--- src/rtl/cs_pkg.sv ---
// -----------------------------------------------------------------------------
// cs_pkg
//   Definitions shared by the chip-select sequencer (cs_seq) and the
//   downstream cs_mux:
//     - bit positions inside the 5-bit cfg word {valid, bank, ch[2:0]}
//     - FSM state encodings for the sequencer
//     - make_cfg(): builds a valid cfg word from a 4-bit scan index
// -----------------------------------------------------------------------------
package cs_pkg;

  localparam int CFG_W         = 5;
  localparam int CFG_VALID_BIT = 4;
  localparam int CFG_BANK_BIT  = 3;
  localparam int CFG_CH_MSB    = 2;
  localparam int CFG_CH_LSB    = 0;

  // Scan index covers {bank, ch}: 2 banks x 8 channels.
  localparam int IDX_W  = 4;
  localparam int MASK_W = 16;

  typedef enum logic [1:0] {
    ST_IDLE  = 2'd0,
    ST_GUARD = 2'd1,
    ST_SEL   = 2'd2
  } state_e;

  // Index bit 3 is the bank, bits 2:0 the channel within the bank.
  function automatic logic [CFG_W-1:0] make_cfg(input logic [IDX_W-1:0] idx);
    logic [CFG_W-1:0] c;
    c                         = '0;
    c[CFG_VALID_BIT]          = 1'b1;
    c[CFG_BANK_BIT]           = idx[3];
    c[CFG_CH_MSB:CFG_CH_LSB]  = idx[2:0];
    return c;
  endfunction

endpackage

--- src/rtl/cs_dwell_timer.sv ---
// -----------------------------------------------------------------------------
// cs_dwell_timer
//   Loadable down-counter with a terminal-count flag. Loading N makes tc_o
//   rise in the N-th cycle after the load edge (N >= 1), so a state that loads
//   N on entry and leaves when tc_o is high lasts exactly N cycles.
//   Used by cs_seq for both guard and dwell timing.
// Ports
//   aclk        in   clock, rising edge
//   aresetn     in   asynchronous active-low reset
//   load_i      in   load load_val_i this cycle (takes priority over counting)
//   load_val_i  in   W-bit load value
//   tc_o        out  high while the count equals 1 (last cycle of the period)
// -----------------------------------------------------------------------------
module cs_dwell_timer #(
  parameter int W = 16
) (
  input  logic         aclk,
  input  logic         aresetn,
  input  logic         load_i,
  input  logic [W-1:0] load_val_i,
  output logic         tc_o
);

  logic [W-1:0] count_q, count_d;

  always_comb begin
    count_d = count_q;
    if (load_i) begin
      count_d = load_val_i;
    end else if (count_q != '0) begin
      count_d = count_q - 1'b1;
    end
  end

  // NOTE: sequential state uses non-blocking assignments so every register
  // samples the pre-edge values, independent of block ordering.
  always_ff @(posedge aclk or negedge aresetn) begin
    if (!aresetn) begin
      count_q <= '0;
    end else begin
      count_q <= count_d;
    end
  end

  assign tc_o = (count_q == W'(1));

endmodule

--- src/rtl/cs_seq.sv ---
// -----------------------------------------------------------------------------
// cs_seq
//   Chip-select scan sequencer driving the cfg word of cs_mux.
//   On start it walks every enabled channel of bank 0 (ch0..7) and then of
//   bank 1 (ch0..7). Each selection lasts max(dwell,1) cycles and is preceded
//   by guard deselect cycles (none when guard = 0). Mask, dwell, guard (and
//   loop) are shadowed when start is accepted.
//
//   Optional feature macro: CS_SEQ_LOOP_EN
//     defined   : adds input 'loop'; when set at start, the scan wraps to the
//                 lowest enabled entry forever (no done) until stop.
//     undefined : single-shot scans only, no 'loop' port.
//
// Ports
//   aclk     in   clock, rising edge
//   aresetn  in   asynchronous active-low reset
//   start    in   begin a scan when idle
//   stop     in   abort the scan in progress (wins over start when idle)
//   mask0    in   [7:0] bank-0 channel enables
//   mask1    in   [7:0] bank-1 channel enables
//   dwell    in   [DWELL_W-1:0] selection length, 0 treated as 1
//   guard    in   [GUARD_W-1:0] deselect cycles before each selection
//   loop     in   (CS_SEQ_LOOP_EN only) repeat the scan until stop
//   cfg      out  [4:0] {valid, bank, ch} to cs_mux, registered
//   busy     out  high while a scan is running, registered
//   done     out  1-cycle pulse at normal end of scan, registered
// -----------------------------------------------------------------------------
module cs_seq
  import cs_pkg::*;
#(
  parameter int DWELL_W = 16,
  parameter int GUARD_W = 4
) (
  input  logic               aclk,
  input  logic               aresetn,
  input  logic               start,
  input  logic               stop,
  input  logic [7:0]         mask0,
  input  logic [7:0]         mask1,
  input  logic [DWELL_W-1:0] dwell,
  input  logic [GUARD_W-1:0] guard,
`ifdef CS_SEQ_LOOP_EN
  input  logic               loop,
`endif
  output logic [CFG_W-1:0]   cfg,
  output logic               busy,
  output logic               done
);

  state_e             state_q, state_d;
  logic [IDX_W-1:0]   idx_q, idx_d;
  logic [MASK_W-1:0]  mask_s_q, mask_s_d;
  logic [DWELL_W-1:0] dwell_s_q, dwell_s_d;
  logic [GUARD_W-1:0] guard_s_q, guard_s_d;
  logic [CFG_W-1:0]   cfg_q, cfg_d;
  logic               busy_q, busy_d;
  logic               done_q, done_d;

  logic               idle;
  logic               accept;
  logic [MASK_W-1:0]  cur_mask;
  logic [DWELL_W-1:0] cur_dwell;
  logic [GUARD_W-1:0] cur_guard;
  logic               cur_loop;
  logic [DWELL_W-1:0] dwell_ld;
  logic [DWELL_W-1:0] guard_ld;

  logic               first_vld, next_vld;
  logic [IDX_W-1:0]   first_idx, next_idx;

  logic               enter;
  logic [IDX_W-1:0]   enter_idx;
  logic               tmr_load;
  logic [DWELL_W-1:0] tmr_val;
  logic               tmr_tc;

  assign idle   = (state_q == ST_IDLE);
  assign accept = idle && start && !stop;

  // In the accepting cycle the live inputs decide the first step; afterwards
  // only the shadow copies are used, so mid-scan input changes are invisible.
  assign cur_mask  = idle ? {mask1, mask0} : mask_s_q;
  assign cur_dwell = idle ? dwell : dwell_s_q;
  assign cur_guard = idle ? guard : guard_s_q;

  assign dwell_ld = (cur_dwell == '0) ? DWELL_W'(1) : cur_dwell;
  assign guard_ld = DWELL_W'(cur_guard);

`ifdef CS_SEQ_LOOP_EN
  logic loop_s_q;

  assign cur_loop = idle ? loop : loop_s_q;

  always_ff @(posedge aclk or negedge aresetn) begin
    if (!aresetn) begin
      loop_s_q <= 1'b0;
    end else if (accept) begin
      loop_s_q <= loop;
    end
  end
`else
  assign cur_loop = 1'b0;
`endif

  // Priority encoders: lowest enabled entry overall, and lowest enabled entry
  // strictly above the current index. Scanning downward lets the last hit win.
  always_comb begin
    first_vld = 1'b0;
    first_idx = '0;
    next_vld  = 1'b0;
    next_idx  = '0;
    for (int i = MASK_W - 1; i >= 0; i--) begin
      if (cur_mask[i]) begin
        first_vld = 1'b1;
        first_idx = IDX_W'(i);
        if (IDX_W'(i) > idx_q) begin
          next_vld = 1'b1;
          next_idx = IDX_W'(i);
        end
      end
    end
  end

  cs_dwell_timer #(
    .W (DWELL_W)
  ) u_timer (
    .aclk       (aclk),
    .aresetn    (aresetn),
    .load_i     (tmr_load),
    .load_val_i (tmr_val),
    .tc_o       (tmr_tc)
  );

  // NOTE: every signal written here gets a default first, so no path can
  // leave one unassigned and infer a latch.
  always_comb begin
    state_d   = state_q;
    idx_d     = idx_q;
    mask_s_d  = mask_s_q;
    dwell_s_d = dwell_s_q;
    guard_s_d = guard_s_q;
    tmr_load  = 1'b0;
    tmr_val   = dwell_ld;
    done_d    = 1'b0;
    enter     = 1'b0;
    enter_idx = idx_q;

    unique case (state_q)
      ST_IDLE: begin
        if (accept) begin
          mask_s_d  = {mask1, mask0};
          dwell_s_d = dwell;
          guard_s_d = guard;
          if (first_vld) begin
            enter     = 1'b1;
            enter_idx = first_idx;
          end else begin
            // Empty mask: finish at once without ever raising busy.
            done_d = 1'b1;
          end
        end
      end

      ST_GUARD: begin
        if (stop) begin
          state_d = ST_IDLE;
        end else if (tmr_tc) begin
          state_d  = ST_SEL;
          tmr_load = 1'b1;
          tmr_val  = dwell_ld;
        end
      end

      ST_SEL: begin
        if (stop) begin
          state_d = ST_IDLE;
        end else if (tmr_tc) begin
          if (next_vld) begin
            enter     = 1'b1;
            enter_idx = next_idx;
          end else if (cur_loop && first_vld) begin
            enter     = 1'b1;
            enter_idx = first_idx;
          end else begin
            state_d = ST_IDLE;
            done_d  = 1'b1;
          end
        end
      end

      default: state_d = ST_IDLE;
    endcase

    // Start of a new selection: through GUARD when guard cycles are
    // configured, otherwise straight into SEL.
    if (enter) begin
      idx_d    = enter_idx;
      tmr_load = 1'b1;
      if (cur_guard != '0) begin
        state_d = ST_GUARD;
        tmr_val = guard_ld;
      end else begin
        state_d = ST_SEL;
        tmr_val = dwell_ld;
      end
    end

    // Outputs are derived from the next state so they register alongside it.
    busy_d = (state_d != ST_IDLE);
    cfg_d  = (state_d == ST_SEL) ? make_cfg(idx_d) : '0;
  end

  // Shadow registers are cleared on reset too, so a scan aborted by reset
  // leaves no stale configuration behind.
  always_ff @(posedge aclk or negedge aresetn) begin
    if (!aresetn) begin
      state_q   <= ST_IDLE;
      idx_q     <= '0;
      mask_s_q  <= '0;
      dwell_s_q <= '0;
      guard_s_q <= '0;
      cfg_q     <= '0;
      busy_q    <= 1'b0;
      done_q    <= 1'b0;
    end else begin
      state_q   <= state_d;
      idx_q     <= idx_d;
      mask_s_q  <= mask_s_d;
      dwell_s_q <= dwell_s_d;
      guard_s_q <= guard_s_d;
      cfg_q     <= cfg_d;
      busy_q    <= busy_d;
      done_q    <= done_d;
    end
  end

  assign cfg  = cfg_q;
  assign busy = busy_q;
  assign done = done_q;

endmodule
--- config.mk ---
export PLATFORM = sky130hd
export DESIGN_NAME = cs_seq
export DESIGN_NICKNAME = d
export VERILOG_FILES = /design/src/rtl/cs_pkg.sv /design/src/rtl/cs_dwell_timer.sv /design/src/rtl/cs_seq.sv
export SDC_FILE = /design/constraint.sdc
export NUM_CORES = 1
export LEC_CHECK = 0
export ABC_AREA = 1
export CAP_MARGIN = 30
export CORE_MARGIN = 2
export CORE_UTILIZATION = 40
export DETAILED_ROUTE_END_ITERATION = 8
export GPL_TIMING_DRIVEN = 0
export PLACE_DENSITY = 0.59
export SLEW_MARGIN = 5
export SYNTH_ARGS = -nofsm -noshare
export SYNTH_HDL_FRONTEND = slang
export SYNTH_HIERARCHICAL = 1
export SYNTH_SLANG_ARGS = --single-unit
export TNS_END_PERCENT = 100
--- constraint.sdc ---
create_clock -name aclk -period 3.05 [get_ports aclk]
set_clock_uncertainty 0.2 [all_clocks]
set_input_delay 0.4575 -clock aclk [delete_from_list [all_inputs] [get_ports aclk]]
set_output_delay 0.4575 -clock aclk [all_outputs]
set_load 0.05 [all_outputs]
==> summary.md <==
| Metric | Value |
|---|---|
| CP delay by family, top | simple AND/OR/NAND/NOR gates |
| Hold Crit Class | flop to flop |
| Overflow after GRT | 0 |
| DRC Markers | 0 |
| Wirelength per Cell | 13.2 µm |
| Worst-path clk slew | roughly 0.070 ns |
| Switching portion of total power | 0.427 |
| Register area share after synthesis | 0.376 |
| Max Cap Violations | 0 |
| Syn nets | approximately 670 |
| Die area | ~12000 µm² |
| Data required, critical path | roughly 3.1 ns |
| Crit path cell chain | nor2_4 > buf_6 > buf_8 > nand2_1 > o21ai_2 > inv_2 > o21ai_2 > nand2_1 > inv_2 > nand4_1 > nor2_4 > nor2_4 > nand2_4 > nand2_4 > buf_4 > a21oi_2 > inv_2 > or2_1 |
| Register bit total from synthesis | 65 |
| Final period utilization | 0.950 |
| Crit path time final | ~2.9 ns |
| Layout overhead on the synthesized area | 24.8% |
| Final HPWL DP | roughly 8.4 mm |
| CTS tree | yes |
| Initial antenna violation count | 0 |
| GRT Util Overall | 0.203 |
| Logic pwr share | 0.440 |
| DRT iter0 DRCs | between 200 and 300 |
| Pins Over Slew Limit | 0 |
| Clk buf depth | 2 |
| Async SR Flop Fraction | 1.00 |
| Storage cell area | 1630 µm² |
| Root buf cell | clkbuf_8 |
| RR Startpoint | state_q[1] |
| Synth Warn # | 6 |
| Worst-Skew Late Latency | ~0.35 ns |
| Crit-path max FO | 5 |
| I/O Buffers | 46 |
| Post-synth EDFFs | 0 |
| CORE AREA | ~10000 µm² |
| CTS Buf Count | 9 |
| Die width | around 110 µm |
| Internal | between 2000 and 2500 µW |
| Antenna cells | 0 |
| Final setup viols | 0 |
| Critical Path Source Type | flop |
| Slew @ Worst Pin | approximately 0.55 ns |
| WP buf/inv | 6 |
| Antenna Nets Post-Route | 0 |
| Clk pwr share | 0.199 |
| Largest net degree at the start of global routing | 40 |
| Final #Nets | 740 |
| Max IR drop VDD | a little over 0.0003 V |
| RSZ-0062 raised after global routing | true |
| Clk sinks | 65 |
| Ports | 47 |
| Vias in the first global route | around 3800 |
| Finished Core Util | 0.518 |
| Cells after synthesis | around 620 |
| CTS H-tree lvls | 3 |
| Initial DRT Pass Iterations | 4 |
| Outcome | finished clean |
| NetSw | approximately 1600 µW |
| Synth Area per Inst | a little under 7 µm² |
| Fillers | about 1100 |
| Leakage power | approximately 0.0028 µW |
| Dominant synthesized flop cell | dfrtp_1 |
| Routed WL | between 10 and 15 mm |
| Post-synth cell types | 44 |
| Mapped cell area | between 4000 and 5000 µm² |
| Num rows | 37 |
| Critical-path top delay cell | dfrtp_2 |
| Hold Startpoint | guard_s_q[1] |
| Hold slack | 0.283 ns |
| Crit end category | flop |
| Ratio of cells with drive above 1 in the final layout | 0.166 |
| Fmax | roughly 0.34 GHz |
| Gpl congestion | slightly below 0.9 |
| Placed cell area | 4970 µm² |
| Fin. Hold Viols | 0 |
| CP startpoint | state_q[1] |
| CP arrival | just under 3 ns |
| Sequential share of power | 0.361 |
| Via density | ~5 |
| Die Ht | around 110 µm |
| Vias | around 4100 |
| Worst rel slew slack | 0.633 |
| Initial core utilization | 0.415 |
| R2R Setup Slk | ~0.15 ns |
| First-pass GRT wire length | between 15 and 20 mm |
| Final Cell Area | 5400 µm² |
| Critical path start-end classification | flop to flop |
| Footprint of the multi-input gates | about 2300 µm² |
| Power Density | between 600 and 700 nW/µm² |
| Slowest stage delay, CP | approximately 0.46 ns |
cells in the final DEF, fill, tap and decap left out, types with 2 or more instances in the layout:
cell / n
nor2_1: 48
nor2_4: 7
o21ai_2: 15
buf_2: 2
clkbuf_4: 2
buf_6: 7
clkbuf_1: 10
o211ai_1: 6
nor3_1: 2
o22ai_2: 2
o21ai_0: 68
buf_4: 14
nor2_2: 5
a21oi_1: 4
inv_1: 82
nand3_1: 20
nand3_2: 2
ha_1: 2
nand2_1: 203
clkinv_2: 2
nand2_4: 4
dfrtp_1: 63
inv_2: 12
clkbuf_2: 2
nand4_1: 8
xnor2_1: 3
clkdlybuf4s50_1: 45
dfrtp_2: 2
a21oi_2: 2
clkbuf_8: 10
xor2_1: 2
nor2_8: 3
a31oi_1: 4
nand2_2: 9
o21ai_1: 7
area by class of cell:
cell class / instances / area share
inverter: 97 / 0.0707
timing repair buffer: 64 / 0.117
clock buffer: 13 / 0.0276
multi-input combinational: 442 / 0.419
buffer: 19 / 0.0246
clock inverter: 3 / 0.00742
tap: 136 / 0.0315
sequential: 65 / 0.302
power groups by stage:
stage               Clock (µW)  Sequential [µW]  Combinational, µW
floorplan                    0             1290               1150
global placement             0             1320               1490
detailed placement           0             1330               1520
CTS                        749             1310               1540
global route               797             1350               1820
finish                     729             1320               1610
cell usage after synthesis (2+ instances only):
master    instances  share of area
nand2_4           4          0.010
o21ai_1           7         0.0081
o211ai_1          6          0.010
inv_1            82          0.071
nor2_4            7          0.018
inv_2            13          0.011
ha_1              2         0.0058
o22ai_1           3         0.0043
dfrtp_1          65           0.38
nand2_1         204           0.18
buf_2             5         0.0058
o21ai_2          13          0.026
nor2_1           49          0.043
nor2_8            3          0.014
a21oi_1           4         0.0046
a21oi_2           2         0.0040
clkbuf_1          9         0.0078
a31oi_1           4         0.0058
nand2_2           8          0.012
nor3_1            3         0.0035
xnor2_1           3         0.0061
xor2_1            2         0.0040
nand3_1          22          0.025
o21ai_0          70          0.081
nor2_2            4         0.0058
nand4_1           8          0.012
buf_6             4          0.010
per-stage QoR:
step,instances,TNS (ns),power (µW),worst slack (ns)
4_1_cts,827,0,3610,0.0189
6_report,839,0,3660,0.151
3_5_place_dp,806,-0.440,2840,-0.281
5_1_grt,839,-0.110,3970,-0.0246
3_3_place_gp,805,-64.98,2810,-0.999
2_1_floorplan,623,0,2440,0.190
metal layers:
metal | up-vias | part of all wire | wire (µm) | track usage
met4 | 0 | 0.014 | 155 | 0.0549
met3 | 11 | 0.053 | 584 | 0.0392
met1 | 1860 | 0.51 | 5700 | 0.305
met2 | 114 | 0.42 | 4660 | 0.298
met5 | - | 0 | 0 | 0
li1 | 2109 | - | - | -
sequential cells by signal (all words and copies together) (netlist names):
signal	flops
state_q	2
idx_q	4
cfg	5
mask_s_q	16
u_timer/count_q	16
dwell_s_q	16
done	1
busy	1
guard_s_q	4
cell families (layout without fill, tap and decap cells):
family / Yosys count / count (layout) / synth area share
AND/OR/NAND/NOR: 320 / 320 / 0.337
buffers and inverters: 116 / 196 / 0.112
AO/OA/AOI/OAI: 115 / 115 / 0.160
flip-flops: 65 / 65 / 0.376
XOR/XNOR: 5 / 5 / 0.0101
adder cells (fa/ha/maj): 2 / 2 / 0.00578
what timing repair did:
| action | 4_1_cts | 5_1_grt |
|---|---|---|
| cloned | 0 | 1 |
| setup buffers | 4 | 11 |
| hold buffers | 1 | 0 |
| endpoints found under the setup margin | 14 | 17 |
| hold endpoints to repair | 26 | 0 |
| pin swaps | 3 | 7 |
| gates resized for setup | 4 | 26 |
final timing paths:
path	to	cells past startpoint
max reg2reg	busy	18
min reg2reg	guard_s_q[1]	2
min in group asynchronous	u_timer/count_q[11]	2
min	guard_s_q[1]	2
max in group asynchronous	mask_s_q[12]	3
max	busy	18
worst register-to-register path, cell delays in order, from the launching register on:
cell and delay (ns):
dfrtp_2 0.46, nor2_4 0.19, buf_6 0.15, buf_8 0.11, nand2_1 0.06, o21ai_2 0.09
inv_2 0.06, o21ai_2 0.06, nand2_1 0.10, inv_2 0.06, nand4_1 0.17, nor2_4 0.20
nor2_4 0.07, nand2_4 0.06, nand2_4 0.07, buf_4 0.15, a21oi_2 0.23, inv_2 0.09
or2_1 0.21
Power figures use the tool's default switching activity.
